File: src/rtl/s3g_tx_pkg.sv
// Shared S3G framing constants and the framer state encoding.
// Also used by the receive side, so keep the constants in step with s3g_rx.
package s3g_tx_pkg;

  localparam logic [7:0] S3G_START    = 8'hD5;
  localparam logic [7:0] S3G_CRC_POLY = 8'h8C;
  localparam int         S3G_MAX_LEN  = 32;

  typedef enum logic [2:0] {
    IDLE  = 3'd0,
    START = 3'd1,
    LEN   = 3'd2,
    DATA  = 3'd3,
    CRC   = 3'd4,
    FIN   = 3'd5
  } state_t;

endpackage

File: src/rtl/s3g_tx_if.sv
// Byte link between the S3G framer and the UART transmitter.
interface s3g_tx_if;

  logic [7:0] tx_data;
  logic       tx_wr;
  logic       tx_done;

  // Handshake: tx_wr is a one-cycle strobe with tx_data valid in that same
  // cycle; the UART answers with a one-cycle tx_done once the byte has fully
  // shifted out. At most one byte is in flight, so tx_wr never repeats
  // before the tx_done of the previous byte.
  modport master (output tx_data, output tx_wr, input tx_done);
  modport slave  (input tx_data, input tx_wr, output tx_done);

endinterface

File: src/rtl/crc8_maxim.sv
// Combinational CRC8 (Maxim/iButton, reflected poly 0x8C) fold of one byte.
module crc8_maxim
  import s3g_tx_pkg::*;
(
  input  logic [7:0] crc_in,
  input  logic [7:0] data,
  output logic [7:0] crc_out
);

  logic [7:0] c;

  always_comb begin
    c = crc_in ^ data;
    for (int i = 0; i < 8; i++) begin
      c = c[0] ? ((c >> 1) ^ S3G_CRC_POLY) : (c >> 1);
    end
    crc_out = c;
  end

endmodule

File: src/rtl/s3g_tx.sv
// S3G response framer: serialises 0xD5, len, payload, CRC8 one byte at a time
// to the UART. Each byte is issued on the same edge that enters its state.
module s3g_tx
  import s3g_tx_pkg::*;
#(
  parameter int MAX_LEN = S3G_MAX_LEN
) (
  input  logic       clk,
  input  logic       rst,
  input  logic       wr_en,
  input  logic [4:0] wr_addr,
  input  logic [7:0] wr_data,
  input  logic       send,
  input  logic [5:0] len,
  output logic       busy,
  output logic       done,
  output logic       err,
  s3g_tx_if.master   link,
  output state_t     dbg_state
);

  state_t     state_q, state_d;
  logic [5:0] len_q, len_d;
  logic [4:0] idx_q, idx_d, rd_idx;
  logic [7:0] crc_q, crc_d, crc_fold, rd_byte;
  logic [7:0] tx_data_q, tx_data_d;
  logic       tx_wr_q, tx_wr_d;
  logic       busy_q, busy_d, done_q, done_d, err_q, err_d;
  logic       accept, last;
  logic [7:0] mem [MAX_LEN];

  // Buffer is locked for the whole frame and survives reset.
  always_ff @(posedge clk) begin
    if (wr_en && !busy_q) mem[wr_addr] <= wr_data;
  end

  // Byte being issued next: buf[0] from LEN, buf[idx+1] while in DATA.
  assign rd_idx  = (state_q == DATA) ? idx_q + 5'd1 : 5'd0;
  assign rd_byte = mem[rd_idx];

  crc8_maxim u_crc (
    .crc_in  (crc_q),
    .data    (rd_byte),
    .crc_out (crc_fold)
  );

  // A tx_done coinciding with our own tx_wr belongs to no byte of ours.
  assign accept = link.tx_done && !tx_wr_q;
  assign last   = ({1'b0, idx_q} == (len_q - 6'd1));

  always_comb begin
    state_d   = state_q;
    len_d     = len_q;
    idx_d     = idx_q;
    crc_d     = crc_q;
    busy_d    = busy_q;
    done_d    = 1'b0;
    err_d     = 1'b0;
    tx_wr_d   = 1'b0;
    tx_data_d = tx_data_q;
    case (state_q)
      IDLE: begin
        if (send) begin
          if (int'(len) > MAX_LEN) begin
            err_d = 1'b1;
          end else begin
            len_d     = len;
            crc_d     = 8'h00;
            idx_d     = 5'd0;
            busy_d    = 1'b1;
            state_d   = START;
            tx_wr_d   = 1'b1;
            tx_data_d = S3G_START;
          end
        end
      end
      START: begin
        if (accept) begin
          state_d   = LEN;
          tx_wr_d   = 1'b1;
          tx_data_d = {2'b00, len_q};
        end
      end
      LEN: begin
        if (accept) begin
          tx_wr_d = 1'b1;
          if (len_q == 6'd0) begin
            state_d   = CRC;
            tx_data_d = crc_q;
          end else begin
            state_d   = DATA;
            tx_data_d = rd_byte;
            crc_d     = crc_fold;
          end
        end
      end
      DATA: begin
        if (accept) begin
          tx_wr_d = 1'b1;
          if (last) begin
            state_d   = CRC;
            tx_data_d = crc_q;
          end else begin
            idx_d     = idx_q + 5'd1;
            tx_data_d = rd_byte;
            crc_d     = crc_fold;
          end
        end
      end
      CRC: begin
        if (accept) begin
          state_d = FIN;
          done_d  = 1'b1;
        end
      end
      FIN: begin
        busy_d  = 1'b0;
        state_d = IDLE;
      end
      default: state_d = IDLE;
    endcase
  end

  always_ff @(posedge clk) begin
    if (rst) begin
      state_q   <= IDLE;
      len_q     <= 6'd0;
      idx_q     <= 5'd0;
      crc_q     <= 8'h00;
      busy_q    <= 1'b0;
      done_q    <= 1'b0;
      err_q     <= 1'b0;
      tx_wr_q   <= 1'b0;
      tx_data_q <= 8'h00;
    end else begin
      state_q   <= state_d;
      len_q     <= len_d;
      idx_q     <= idx_d;
      crc_q     <= crc_d;
      busy_q    <= busy_d;
      done_q    <= done_d;
      err_q     <= err_d;
      tx_wr_q   <= tx_wr_d;
      tx_data_q <= tx_data_d;
    end
  end

  assign busy         = busy_q;
  assign done         = done_q;
  assign err          = err_q;
  assign link.tx_wr   = tx_wr_q;
  assign link.tx_data = tx_data_q;
  assign dbg_state    = state_q;

endmodule

File: src/flat_wrapper.sv
// flat-port wrapper written by rule: the top's interface ports become plain ports
module s3g_tx_flat import s3g_tx_pkg::*;
#(
  parameter int MAX_LEN = S3G_MAX_LEN
)
  (clk, rst, wr_en, wr_addr, wr_data, send, len, busy, done, err, dbg_state, link_tx_data, link_tx_wr, link_tx_done);
  s3g_tx_if link_i ();
  input  logic clk;
  input  logic rst;
  input  logic wr_en;
  input  logic [4:0] wr_addr;
  input  logic [7:0] wr_data;
  input  logic send;
  input  logic [5:0] len;
  output logic busy;
  output logic done;
  output logic err;
  output state_t dbg_state;
  output wire logic [$bits(link_i.tx_data)-1:0] link_tx_data;
  output wire logic [$bits(link_i.tx_wr)-1:0] link_tx_wr;
  input wire logic [$bits(link_i.tx_done)-1:0] link_tx_done;
  assign link_tx_data = link_i.tx_data;
  assign link_tx_wr = link_i.tx_wr;
  assign link_i.tx_done = link_tx_done;
  s3g_tx #(.MAX_LEN(MAX_LEN)) u_core (.clk(clk), .rst(rst), .wr_en(wr_en), .wr_addr(wr_addr), .wr_data(wr_data), .send(send), .len(len), .busy(busy), .done(done), .err(err), .link(link_i), .dbg_state(dbg_state));
endmodule
File: config.mk
export PLATFORM = sky130hd
export DESIGN_NAME = s3g_tx_flat
export DESIGN_NICKNAME = d
export VERILOG_FILES = /design/src/rtl/s3g_tx_pkg.sv /design/src/rtl/s3g_tx_if.sv /design/src/rtl/crc8_maxim.sv /design/src/rtl/s3g_tx.sv /design/src/flat_wrapper.sv
export SDC_FILE = /design/constraint.sdc
export NUM_CORES = 1
export LEC_CHECK = 0
export ABC_AREA = 1
export BUFFER_PORTS_ARGS = -buffer_cell sky130_fd_sc_hd__buf_2
export CAP_MARGIN = 10
export CORE_ASPECT_RATIO = 1.4
export CORE_UTILIZATION = 58
export DETAILED_ROUTE_END_ITERATION = 16
export PLACE_DENSITY = 0.77
export SKIP_LAST_GASP = 1
export SYNTH_ARGS = -nofsm -noshare
export SYNTH_HDL_FRONTEND = slang
export SYNTH_SLANG_ARGS = --single-unit
File: constraint.sdc
create_clock -name clk -period 2.6 [get_ports clk]
set_input_delay 0.26 -clock clk [delete_from_list [all_inputs] [get_ports clk]]
set_output_delay 0.26 -clock clk [all_outputs]
set_load 0.03 [all_outputs]
# Word level (Yosys, flattened, before mapping)
# Memory sizes are Yosys's and may differ from the RTL's.
# Index checks and enable logic that the tools add are counted.
[totals]
regBits = 34
ram_bits = 256
in_bits = 24
output_inout_bits = 15
mem_count = 1
[mem_list]
columns = ["memory", "depth", "width", "read_ports", "rd_clocked_by_memory_dff", "wr", "line", "rtl"]
rows = [
  ["u_core.mem", 32, 8, 1, 0, 1, "s3g_tx.sv:30", "logic [7:0] mem [MAX_LEN];"],
]
[op_classes]
n_addsub = 2
n_lt_le_gt_ge = 1
eq_ne = 15
n_mux = 48
n_bitwise = 13
n_reduce_logical = 19
[op_table]
columns = ["op", "n"]
rows = [
  ["2-to-1 mux 8 bit", 21],
  ["case mux 8 bit (4 select lines)", 1],
  ["2-to-1 mux 5 bit", 5],
  ["2-to-1 mux 3 bit", 8],
  ["inverter 2 -> 3 bit", 8],
  ["case mux 8 bit (3 select lines)", 1],
  ["case mux 3 bit (5 select lines)", 1],
  ["AND reduction 7 bit", 2],
  ["inequality test 2 x 1 -> 1 bit (second input constant)", 5],
  ["case mux 5 bit (2 select lines)", 1],
  ["2-to-1 mux 1 bit", 8],
  ["inequality test 2 bit (second input constant)", 4],
  ["XOR 8 bit", 1],
  ["equality test 3 x 2 -> 1 bit (second input constant)", 2],
  ["equality test 3 bit (second input constant)", 2],
  ["equality test 5 x 6 -> 1 bit", 1],
  ["greater-than comparator 6 bit (second input constant)", 1],
  ["logical NOT 6 bit", 1],
  ["AND reduction 3 bit", 2],
  ["AND reduction 6 bit", 1],
  ["OR reduction 3 bit", 2],
  ["subtractor 6 x 1 -> 6 bit (second input constant)", 1],
  ["adder 5 x 1 -> 5 bit (second input constant)", 1],
  ["AND reduction 5 bit", 1],
  ["other kinds (10)", 17],
]

# Depth between registers and ports, before layout
# Gate-level depths: netlist of the first run.
# An unclocked memory read counts as a cell.
[logic_depth]
ltp_word = 23
depth_mapped = 24
depth_no_buf = 22

# Cells and area by module
# A second synthesis of the first run with hierarchy kept.
[unflattened]
hier_cells = 1299
area_unflattened_um2 = 12881.1
[by_module_without_submodules]
columns = ["module", "n_inst", "cells_each", "area_per_inst_um2", "seq_area_each_um2"]
rows = [
  ["s3g_tx", 1, 1195, 12419.4, 8368.0],
  ["crc8_maxim", 1, 104, 461.7, 0.0],
]

# Worst setup path before layout of the first run
# OpenSTA, ideal clock, no wires.
[synth_path]
kind = "reg2reg"
from = "reg u_core.state_q[1], in the netlist u_core.dbg_state[1]"
to = "reg u_core.crc_q[2]"
setup_ps = 131
arrival_time_ps = 2354
required_time_ps = 2469
setup_slack_ps = 115
stages_incl_launch_ff = 23
path_buffers = 3
synth_period_minus_slack_ps = 2485
cell_sequence = "dfxtp_1 buf_2 nand2_2 nor2_8 nand2_4 buf_6 buf_6 nand2_1 nand3_1 nand3_1 nand3_1 nand3_1 nand2_2 nand2_1 nand2_2 nand2_1 nand3_2 nand2_2 inv_1 nand2_1 nand2_1 nand2_1 a21oi_2"
[synth_between]
elab_chain_cells = 18
word_cells_on_any_way = 34
[synth_rtl]
columns = ["item", "line", "rtl"]
rows = [
  ["start, declared", "s3g_tx.sv:22", "state_t state_q, state_d;"],
  ["start signal, assigned", "s3g_tx.sv:136", "state_q <= state_d;"],
  ["equality test 3 x 2 -> 1 bit", "s3g_tx.sv:38, s3g_tx.sv:61", ""],
  ["2-to-1 mux 5 bit", "s3g_tx.sv:38", "assign rd_idx = (state_q == DATA) ? idx_q + 5'd1 : 5'd0;"],
  ["memory read (32 x 8 bit)", "--", ""],
  ["XOR 8 bit", "crc8_maxim.sv:13", "c = crc_in ^ data;"],
  ["2-to-1 mux 8 bit (2 in a row)", "crc8_maxim.sv:15", "c = c[0] ? ((c >> 1) ^ S3G_CRC_POLY) : (c >> 1);"],
  ["inverter 2 -> 3 bit (no line)", "--", ""],
  ["2-to-1 mux 8 bit", "crc8_maxim.sv:15", ""],
  ["inverter 2 -> 3 bit (no line)", "--", ""],
  ["2-to-1 mux 8 bit (4 in a row)", "crc8_maxim.sv:15", ""],
  ["inverter 2 -> 3 bit (no line)", "--", ""],
  ["2-to-1 mux 8 bit", "crc8_maxim.sv:15", ""],
  ["2-to-1 mux 8 bit, on equally long branches", "s3g_tx.sv:100, s3g_tx.sv:87", ""],
  ["2-to-1 mux 8 bit, on equally long branches", "s3g_tx.sv:98, s3g_tx.sv:85", ""],
  ["case mux 8 bit (3 select lines)", "s3g_tx.sv:61", "case (state_q)"],
  ["end signal, assigned", "s3g_tx.sv:139", "crc_q <= crc_d;"],
  ["end, declared", "s3g_tx.sv:25", "logic [7:0] crc_q, crc_d, crc_fold, rd_byte;"],
]
# Several ways; a longest one is shown, not always the timed one. The select of a mux whose other input is x is not followed.
# A chain may end at the register's enable or synchronous reset.

# Final worst setup path of the first run
# Same ends and word-level chain as after synthesis.

==> qor.csv, run 1 <==
stage;metric;value;unit
critical_path;r2r-end;u_core.crc_q[2];
clocking;cts_buffer_depth;3;
critical_path;path_cells;nand2_2 -> nor2_8 -> nand2_8 -> buf_12 -> clkbuf_16 -> nand2_1 -> nand3_1 -> nand3_1 -> nand3_2 -> nand3_2 -> nand3_1 -> nand2_1 -> nand2_1 -> nand2_2 -> inv_1 -> nand2_2 -> nand2_2 -> nand2_1 -> nand2_1 -> nand2_1 -> a21oi_2;
timing;rsz0062_at_grt;true;
global_routing;grt-ovfl-total;0;
clocking;cts_sinks;290;
final_layout;fin_nets;1457;
timing;hold_viol;0;
floorplanning;num_rows;64;
min_path;hold_path_class;input port to register;
critical_path;r2r_start;u_core.dbg_state[1];
critical_path;path_common_cell;nand2_1;
timing;fmax;379;MHz
critical_path;start_kind;register;
synthesis;synth_cell_types;45;
critical_path;crit_path_end;u_core.crc_q[2];
power_and_ir_drop;finalPower;0.0128;W
power_and_ir_drop;clkPwrFrac;32.6;%
timing;finClkSkew;24.7;ps
run_status;status;complete, but fails checks;
global_routing;antenna_found_initial;0;
global_routing;grt_pass1_wl;54400;µm
critical_path;path_class;register to register;
synthesis;synth.top_cell.area_share;58.4;%
synthesis;yosysSeqAreaShare;63.6;%
timing;fin_crit;2640;ps
critical_path;reg2reg_depth;21;
power_and_ir_drop;power_frac_comb;25.2;%
timing;slew_headroom;46.7;%
final_layout;final_cell_mix;nand2_1, edfxtp_1, nand3_1, buf_4, inv_1;
critical_path;arrival;3070;ps
power_and_ir_drop;p_sw;0.00402;W
timing;worst_slew_pin_slew;799;ps
floorplanning;core;22000;µm²
critical_path;rrSetupSlack;-40;ps
timing;finalWorstSetupSlack;-41.3;ps
timing;post-route-period-util;102;%
place;placed_area;14100;µm²
floorplanning;die_h;180;µm
critical_path;worst-path-max-fanout;17;
final_layout;fin_area;16100;µm²
critical_path;crit_start;u_core.dbg_state[1];
clocking;insertion_delay;570;ps
critical_path;crit_path_max_incr_delay;360;ps
synthesis;synth-seq-cells;290;
power_and_ir_drop;p_per_area;790;nW/µm²
final_layout;final_common_cell;nand2_1;
floorplanning;chipWidth;129;µm
place;io_buffers;38;
place;hpwl;21900;µm
global_routing;grt_max_degree;56;
final_layout;drive_above_1_share;23.3;%
run;maxCapViolations;0;
power_and_ir_drop;internal_power;0.00874;W
power_and_ir_drop;p_seq_share;42.2;%
synthesis;yosysWarningCount;0;
drt;drc;0;
synthesis;synth_area;13200;µm²
run_status;failed_checks;negative setup slack;
clocking;numCtsBuffers;28;
drt;drt-total-wl;38700;µm
drt;vias;10729;
drt;first_pass_iters;8;
critical_path;cp.required;3020;ps
final_layout;num_antenna_cells;0;
timing;finalSetupTns;-57.1;ps
floorplanning;die_area;23300;µm²
critical_path;worstSetupEndpointType;register;
floorplanning;start_util;59.8;%
synthesis;synth_fp_nets;1327;
clocking;cts_root_buf;clkbuf_16;
synthesis;postSynthAreaPerCell;10.1;µm²
final_layout;post-route-util;73.3;%
drt;viasPerCell;6.13;
drt;postRouteAntennaNets;0;
drt;drt-wirelength-per-cell;22.1;µm
final_layout;syn_to_final_growth;22.7;%
drt;drtIter0Drc;1442;
global_routing;grt_pass1_vias;9969;
power_and_ir_drop;ir_worst_vdd;656;µV
synthesis;syn_inst;1301;
clocking;cts_tree;yes;
min_path;hold_depth;3;
clocking;path_clk_slew;70;ps
place;place_congestion;0.954;
global_routing;grt_usage;31.3;%
synthesis;synth_top_area_cell;edfxtp_1;
clocking;h-tree-depth;1;
synthesis;synthTopCellsByArea;edfxtp_1, nand3_1, nand2_1;
critical_path;crit_path_top_delay_cell;dfxtp_2;
timing;setup_viol;2;
power_and_ir_drop;power_switching_share;31.5;%
power_and_ir_drop;p_leak;6.37;nW
timing;slew_violations;0;
floorplanning;num_io_pins;39;
flip-flops by register name (all words and copies together) (netlist names):
name                 cells
u_core.busy              1
u_core.crc_q             8
u_core.dbg_state         3
u_core.done              1
u_core.err               1
u_core.idx_q             5
u_core.len_q             6
u_core.link.tx_data      8
u_core.link.tx_wr        1
u_core.mem             256
area by class of cell:
cell class / count / area, µm²
repair buffers: 163 / 1640
clock inverters: 24 / 243
inverters: 85 / 329
flip-flops and latches: 290 / 8380
well taps: 297 / 372
clock buffers: 28 / 701
fillers: 1383 / 5870
multi-input cells: 863 / 4490
synthesized netlist by cell type (all sizes together):
cell type,n
clkbuf,7
a311oi,1
edfxtp,256
xnor2,2
buf,56
xor2,5
nor2,71
nor4,3
nand2,382
nand3b,7
nor3,4
nand4,2
a41oi,1
a31oi,3
nand3,308
a22oi,2
o211ai,8
inv,84
o21ai,27
a211oi,1
a32oi,1
or2,4
dfxtp,34
and2,1
clkinv,1
a21oi,26
ha,2
o22ai,1
a221oi,1
cells by family after synthesis:
| family | synth area share (%) |
|---|---|
| compound gates | 3.24 |
| fa+ha+maj | 0.190 |
| xor+xnor | 0.466 |
| simple gates | 26.8 |
| flops | 63.6 |
| buf+inv | 5.73 |
critical path: cells and delay by family (launching register included):
kind                   cells  cell delay, ps
and+or+nand+nor           17            1700
AOI/OAI and AO/OA          1              50
DFF                        1             360
buffers and inverters      3             370
power groups by stage:
stage / clock network, W / logic [W] / registers (W)
global placement: 0 / 0.00264 / 0.00546
floorplan: 0 / 0.00172 / 0.00557
detailed placement: 0 / 0.00267 / 0.00546
finish: 0.00416 / 0.00322 / 0.00539
global route: 0.00434 / 0.00348 / 0.00540
CTS: 0.00416 / 0.00281 / 0.00537
per-stage QoR:
| step | instances | hold WS (ps) | setup slack [ps] |
|---|---|---|---|
| final | 1750 | 5.62 | -41.3 |
| after global routing | 1750 | 15.2 | -350 |
| after CTS | 1717 | 3.85 | -13.5 |
| after detailed placement | 1654 | 457 | -54.8 |
| after global placement | 1654 | 450 | -7.00 |
| after floorplan | 1301 | 359 | 115 |
how the worst min path moves through the flow:
| stage | to | from | slack (ps) |
|---|---|---|---|
| after floorplan | u_core.mem[0][0] | wr_data[0] | 360 |
| after global placement | u_core.link.tx_data[1] | u_core.link.tx_data[1] | 450 |
| after detailed placement | u_core.link.tx_data[1] | u_core.link.tx_data[1] | 460 |
| after CTS | u_core.len_q[1] | len[1] | 4 |
| after global routing | u_core.len_q[1] | len[1] | 20 |
| final | u_core.len_q[1] | len[1] | 6 |
what timing repair did:
action | 4_1_cts | 5_1_grt
cloned | 4 | 9
endpoints found under the hold margin | 4 | 0
buffers inserted | 3 | 25
hold buffers | 4 | 0
pin swaps | 2 | 18
resized for setup | 18 | 103
setup endpoints to repair | 4 | 11
routing by layer:
metal  part of all wire, %  global-route usage, %  vias to the layer above
li1                      -                      -                     4756
met1                    34                   37.4                     5026
met2                    49                   51.6                      768
met3                   9.9                   5.58                      179
met4                   7.1                   20.3                        0
met5                     0                      0                        -
(Power assumes the default switching activity.)
==> inputs of run 2 (changes only) <==
--- a/config.mk
+++ b/config.mk
@@ -5,7 +5,7 @@
 export SDC_FILE = /design/constraint.sdc
 export NUM_CORES = 1
 export LEC_CHECK = 0
-export ABC_AREA = 1
+export ABC_AREA = 0
 export BUFFER_PORTS_ARGS = -buffer_cell sky130_fd_sc_hd__buf_2
 export CAP_MARGIN = 10
 export CORE_ASPECT_RATIO = 1.4
==> qor.csv, run 2 <==
stage;metric;value;unit;change
run_status;status;complete, but fails checks;;
run_status;failed_checks;negative setup slack;;
min_path;hold_path_class;input port to register;;
final_layout;largest_register;u_core.mem;;
critical_path;r2r_start;u_core.idx_q[0];;
drt;first_pass_iters;7;;-1
critical_path;path_class;register to register;;
clocking;h-tree-depth;1;;unchanged
global_routing;grt_pass1_vias;9344;;-6.3%
synthesis;yosysWarningCount;0;;unchanged
timing;fmax;315;MHz;-17%
global_routing;grt_pass1_wl;53800;µm;-1.2%
min_path;hold_depth;3;;unchanged
place;place_congestion;0.879;;-7.8%
critical_path;path_cells;ha_4 -> nand4b_4 -> buf_12 -> buf_8 -> a221oi_2 -> a31oi_1 -> a211oi_2 -> nor4_4 -> xnor2_2 -> xnor3_2 -> buf_6 -> xor2_4 -> xnor2_2 -> o21ai_1;;
synthesis;synth.top_cell.area_share;61.5;%;+3.1 points
final_layout;fin_cells;1438;;-18%
synthesis;synth_common_cells;edfxtp_1, nand2_1, nor2_1;;
clocking;cts_root_buf;clkbuf_16;;
clocking;cts_buffer_depth;3;;unchanged
drt;drt-wirelength-per-cell;25.8;µm;+17%
clocking;cts_tree;yes;;
synthesis;yosysMostFrequentCell;edfxtp_1;;
timing;rsz0062_at_grt;true;;
floorplanning;die_h;176;µm;-2.5%
clocking;path_clk_slew;70;ps;about the same
clocking;insertion_delay;540;ps;-30 ps
final_layout;final_common_cell;edfxtp_1;;
global_routing;grt-ovfl-total;0;;unchanged
critical_path;cp.required;3070;ps;+50 ps
final_layout;syn_to_final_growth;28.3;%;
critical_path;worst-path-max-fanout;6;;-11
min_path;min_to;u_core.len_q[5];;
floorplanning;num_io_pins;39;;unchanged
synthesis;yosysSeqAreaShare;66.9;%;+3.4 points
timing;finClkSkew;11.9;ps;-12.8 ps
critical_path;rrSetupSlack;-570;ps;-530 ps
synthesis;synthTopCellsByArea;edfxtp_1, dfxtp_1, nand2_1;;
drt;drtIter0Drc;1152;;-20%
critical_path;start_kind;register;;
place;io_buffers;38;;unchanged
critical_path;crit_path_max_incr_delay;420;ps;+60 ps
synthesis;synth_area;12500;µm²;-5.0%
final_layout;num_antenna_cells;0;;unchanged
power_and_ir_drop;ir_worst_vdd;524;µV;-20%
drt;drt-total-wl;37100;µm;-4.1%
drt;drc;0;;unchanged
clocking;numCtsBuffers;26;;-7.1%
critical_path;r2r-end;u_core.crc_q[2];;
drt;postRouteAntennaNets;0;;unchanged
global_routing;antenna_found_initial;0;;unchanged
global_routing;grt_max_degree;33;;-41%
synthesis;synth-main-ff-cell;edfxtp_1;;
timing;setup_viol;14;;+12
drt;viasPerCell;6.66;;+8.7%
critical_path;reg2reg_depth;14;;-33%
synthesis;syn_inst;943;;-28%
final_layout;final_cell_mix;edfxtp_1, buf_4, nand2_1, nor2_1, nand3_1;;
timing;slew_headroom;47.2;%;+0.42 points
floorplanning;die_area;22200;µm²;-4.9%
drt;vias;9582;;-11%
final_layout;largest_register_ffs;256;;unchanged
clocking;cts_sinks;290;;unchanged
synthesis;synth_enable_flop_cells;256;;unchanged
synthesis;synth_cell_types;77;;+71%
timing;finalWorstSetupSlack;-572;ps;-531 ps
place;pre_cts_slack;-583;ps;-529 ps
final_layout;fin_nets;1184;;-19%
floorplanning;start_util;59.2;%;-0.59 points
global_routing;grt_usage;32.5;%;+1.2 points
synthesis;synth_top_area_cell;edfxtp_1;;
min_path;min_from;len[5];;
run;maxCapViolations;0;;unchanged
power_and_ir_drop;p_per_area;609;nW/µm²;-23%
timing;slew_violations;0;;unchanged
place;dp_cells;1363;;-18%
timing;post-route-period-util;122;%;+20 points
power_and_ir_drop;p_leak;5.72;nW;-10%
critical_path;cp_num_buf_inv;3;;unchanged
critical_path;crit_path_top_delay_cell;a211oi_2;;
critical_path;crit_family;compound AO/OA/AOI/OAI gates;;
synthesis;synth-seq-cells;290;;unchanged
critical_path;path_common_cell;xnor2_2;;
place;hpwl;23100;µm;+5.7%
critical_path;arrival;3640;ps;+570 ps
synthesis;synth-async-reset-ratio;0;%;unchanged
critical_path;worstSetupEndpointType;register;;
floorplanning;num_rows;63;;-1.6%
timing;hold_viol;0;;unchanged
synthesis;synth_fp_nets;969;;-27%
timing;worst_slew_pin_slew;790;ps;-9.21 ps
floorplanning;core;21100;µm²;-4.1%
floorplanning;chipWidth;126;µm;-2.5%
synthesis;postSynthAreaPerCell;13.3;µm²;+31%
final_layout;drive_above_1_share;34.1;%;+11 points
timing;fin_crit;3170;ps;+531 ps
## run 2: cell count changes after synthesis, moves of 14 or more
cell      previous run  this run
nand3_1            298        40
nand2_1            366       118
inv_1               78         8
mux2i_1              0        38
a221oi_1             1        31
a211oi_1             1        23
a31oi_1              3        17
nor3_1               4        18
## run 2: per-layer routing
metal	wire length [µm]	global-route usage, %
met1	13100	40.5
met2	18000	54.4
met3	3450	5.64
met4	2560	17.5
met5	0	0
## run 2: how the worst max path moves through the flow
stage | from | endpoint | slack (ps) | cells after the start
2_1_floorplan | u_core.dbg_state[0] | u_core.crc_q[6] | -120 | 13
3_3_place_gp | u_core.idx_q[0] | u_core.crc_q[6] | -550 | 12
3_5_place_dp | u_core.idx_q[0] | u_core.crc_q[6] | -580 | 12
4_1_cts | u_core.idx_q[0] | u_core.crc_q[2] | -420 | 15
5_1_grt | u_core.idx_q[0] | u_core.crc_q[7] | -680 | 14
6_report | u_core.idx_q[0] | u_core.crc_q[2] | -570 | 14
## run 2: per-stage QoR
step / power (W) / setup TNS, ps / util (%) / hold WS, ps / instance area (µm²)
finish: 0.00976 / -4620 / 75.9 / 68.2 / 16000
global route: 0.00999 / -6190 / 75.9 / 95.9 / 16000
CTS: 0.00971 / -3310 / 74.4 / 61.0 / 15700
detailed placement: 0.00606 / -4460 / 68.1 / 448 / 14400
global placement: 0.00604 / -3850 / 68.1 / 443 / 14400
floorplan: 0.00572 / -621 / - / 359 / 12700
## run 2: what timing repair did
| item | 4_1_cts | 5_1_grt |
|---|---|---|
| pin swaps | 35 | 37 |
| gates cloned | 0 | 1 |
| setup buffers | 19 | 8 |
| gates resized for setup | 64 | 51 |
| endpoints found under the hold margin | 5 | 0 |
| hold buffers | 5 | 0 |
| endpoints found under the setup margin | 13 | 21 |
## run 2: kinds of logic after synthesis
| logic type | share of synthesized area, % |
|---|---|
| muxes | 3.67 |
| adders and majority gates | 0.200 |
| and+or+nand+nor | 11.4 |
| buffers and inverters | 3.06 |
| xor gates and xnor gates | 2.87 |
| DFF | 66.9 |
| AOI/OAI and AO/OA | 11.9 |
## run 2: area by class of cell
cell class	count	area (µm²)
Inverter	8	30.0
Fill cell	1146	5090
Multi-Input combinational cell	584	4460
Tap cell	260	325
Timing Repair Buffer	248	2030
Sequential cell	290	8390
Clock buffer	35	706
Clock inverter	13	101
## run 2: worst min-delay path, cell delays in order
cell and delay, ps:
buf_2 100, nor2_1 130, a211oi_1 60
## run 2: power by group
group	internal (W)	switching, W
clock	0.00202	0.00169
combinational	0.000340	0.000529
sequential	0.00513	0.0000552
==> inputs of run 3 (changes only) <==
==> constraint.sdc (replaced) <==
create_clock -name clk -period 3.9 [get_ports clk]
set_input_delay 0.39 -clock clk [delete_from_list [all_inputs] [get_ports clk]]
set_output_delay 0.39 -clock clk [all_outputs]
set_load 0.03 [all_outputs]
==> qor.csv, run 3 (synthesis gave the netlist of run 2 again) <==
stage;metric;value;unit;change
clocking;numCtsBuffers;27;;+3.8%
global_routing;grt_max_degree;54;;+64%
global_routing;grt_pass1_vias;8092;;-13%
floorplanning;chipWidth;126;µm;unchanged
drt;vias;8396;;-12%
timing;fmax;275;MHz;-13%
critical_path;crit_path_top_delay_cell;nor2_4;;
power_and_ir_drop;clkPwrFrac;38.8;%;+0.8 points
critical_path;path_class;register to register;;
timing;finalWorstSetupSlack;258;ps;+830 ps
global_routing;antenna_found_initial;0;;unchanged
clocking;insertion_delay;540;ps;about the same
critical_path;arrival;4070;ps;+430 ps
timing;finalSetupTns;0;ps;+4620 ps
global_routing;grt_usage;28.7;%;-3.8 points
timing;post-route-period-util;93.4;%;-29 points
floorplanning;die_area;22200;µm²;unchanged
clocking;cts_root_buf;clkbuf_16;;
timing;setup_viol;0;;-14
global_routing;grt-ovfl-total;0;;unchanged
final_layout;final_common_cell;edfxtp_1;;
power_and_ir_drop;p_leak;4.65;nW;-19%
timing;rsz0062_at_grt;false;;
critical_path;cp.required;4320;ps;+1250 ps
final_layout;fin_nets;1008;;-15%
final_layout;drive_above_1_share;13.8;%;-20 points
timing;fin_crit;3640;ps;+470 ps
run_status;status;finished, final reports clean;;
final_layout;fillers;1508;;+32%
final_layout;num_antenna_cells;0;;unchanged
timing;slew_headroom;42.3;%;-4.9 points
floorplanning;start_util;59.2;%;unchanged
critical_path;path_cells;ha_1 -> xnor2_1 -> nor2_4 -> buf_4 -> mux2i_1 -> mux2i_1 -> mux2i_1 -> a22oi_4 -> xor2_2 -> xor2_2 -> xor2_1 -> o21ai_1;;
drt;drt-wirelength-per-cell;24.9;µm;-3.4%
clocking;postCtsSetupRepairBufs;0;;-19
power_and_ir_drop;p_sw;0.00143;W;-37%
clocking;cts_sinks;290;;unchanged
drt;viasPerCell;6.66;;about the same
clocking;h-tree-depth;1;;unchanged
floorplanning;die_h;176;µm;unchanged
timing;whs;108;ps;+39.8 ps
run;maxCapViolations;0;;unchanged
power_and_ir_drop;ir_worst_vdd;364;µV;-31%
timing;worst_slew_pin_slew;863;ps;+72.9 ps
critical_path;crit_family;multiplexers;;
power_and_ir_drop;power_frac_comb;7.0;%;-1.9 points
global_routing;grt_pass1_wl;47600;µm;-11%
min_path;hold_path_class;input port to register;;
critical_path;r2r_start;u_core.idx_q[1];;
drt;first_pass_iters;8;;+1
final_layout;syn_to_final_growth;10.5;%;
critical_path;start_kind;register;;
timing;slew_violations;0;;unchanged
floorplanning;core;21100;µm²;unchanged
clocking;ctsHoldBuffers;0;;-5
timing;finClkSkew;10.6;ps;-1.26 ps
critical_path;worst-path-max-fanout;20;;+14
final_layout;largest_register;u_core.mem;;
power_and_ir_drop;internal_power;0.00495;W;-34%
place;pre_cts_slack;372;ps;+955 ps
drt;drt-total-wl;31400;µm;-15%
place;hpwl;20100;µm;-13%
critical_path;worstSetupEndpointType;register;;
place;io_buffers;38;;unchanged
drt;drc;0;;unchanged
drt;postRouteAntennaNets;0;;unchanged
power_and_ir_drop;p_per_area;462;nW/µm²;-24%
power_and_ir_drop;p_seq_share;54.2;%;+1.1 points
drt;drtIter0Drc;885;;-23%
clocking;cts_buffer_depth;3;;unchanged
timing;hold_viol;0;;unchanged
final_layout;largest_register_ffs;256;;unchanged
critical_path;crit_path_max_incr_delay;530;ps;+110 ps
min_path;hold_depth;3;;unchanged
floorplanning;num_io_pins;39;;unchanged
clocking;post_cts_resized;0;;-100%
min_path;min_from;len[1];;
final_layout;final_cell_mix;edfxtp_1, nand2_1, nor2_1, nand3_1;;
clocking;path_clk_slew;70;ps;about the same
clocking;cts_tree;yes;;
power_and_ir_drop;power_switching_share;22.4;%;-0.92 points
critical_path;cp_num_buf_inv;1;;-2
critical_path;reg2reg_depth;12;;-2
critical_path;path_depth;12;;-2
critical_path;path_common_cell;mux2i_1;;
place;place_congestion;0.901;;+2.5%
floorplanning;num_rows;63;;unchanged
critical_path;crit_start;u_core.idx_q[1];;
[run 3: cell types whose count changed in the layout (fill, tap and decap cells not counted), moves of 7 or more]
cell and delta:
xnor2_1 +8, buf_12 -8, a211oi_1 +12, buf_6 -12, a311oi_1 +7, a221oi_2 -12, a221oi_1 +16, buf_4 -149
a211oi_2 -11, o21ai_0 +8, xnor2_2 -7, clkinv_1 +9
[run 3: worst register-to-register path, delay by kind of cell, from the launching register on]
family / cells / cell delay (ps)
AO/OA/AOI/OAI: 2 / 210
XOR/XNOR: 4 / 840
adder cells (fa/ha/maj): 1 / 310
buffers and inverters: 1 / 310
flip-flops: 1 / 420
multiplexers: 3 / 890
AND/OR/NAND/NOR: 1 / 530
[run 3: layer usage]
metal / GRT usage (%) / part of all wire (%)
met1: 35.3 / 36
met2: 50.1 / 50
met3: 3.93 / 8.4
met4: 13.4 / 4.9
met5: 0 / 0
[run 3: through the flow]
stage / area [µm²] / instances / total power, W / utilization [%]
finish: 13800 / 1260 / 0.00638 / 65.4
CTS: 13800 / 1260 / 0.00639 / 65.4
detailed placement: 13000 / 1213 / 0.00396 / 61.6
global placement: 13000 / 1213 / 0.00396 / 61.6
global route: 13800 / 1260 / 0.00654 / 65.4
floorplan: 12500 / 943 / 0.00380 / -
[run 3: final cells by class]
type                       instances  area, µm²  area share, %
clock buffer                      31        691           5.00
clock inverter                    16        120          0.869
inverter                           8       30.0          0.217
multi-input combinational        584       3770           27.3
sequential                       290       8370           60.6
tap                              260        325           2.35
timing repair buffer              71        513           3.71
[run 3: final timing paths]
| kind | endpoint | slack, ps |
|---|---|---|
| max reg2reg | u_core.crc_q[6] | 260 |
| min reg2reg | u_core.link.tx_data[3] | 450 |
| min | u_core.len_q[1] | 110 |
| max | u_core.crc_q[6] | 260 |
[run 3: power groups by stage]
| stage | Combinational, W | Sequential (W) | Clock, W |
|---|---|---|---|
| 2_1_floorplan | 0.000260 | 0.00354 | 0 |
| 3_3_place_gp | 0.000435 | 0.00352 | 0 |
| 3_5_place_dp | 0.000441 | 0.00352 | 0 |
| 4_1_cts | 0.000442 | 0.00346 | 0.00249 |
| 5_1_grt | 0.000479 | 0.00346 | 0.00261 |
| 6_report | 0.000447 | 0.00346 | 0.00248 |
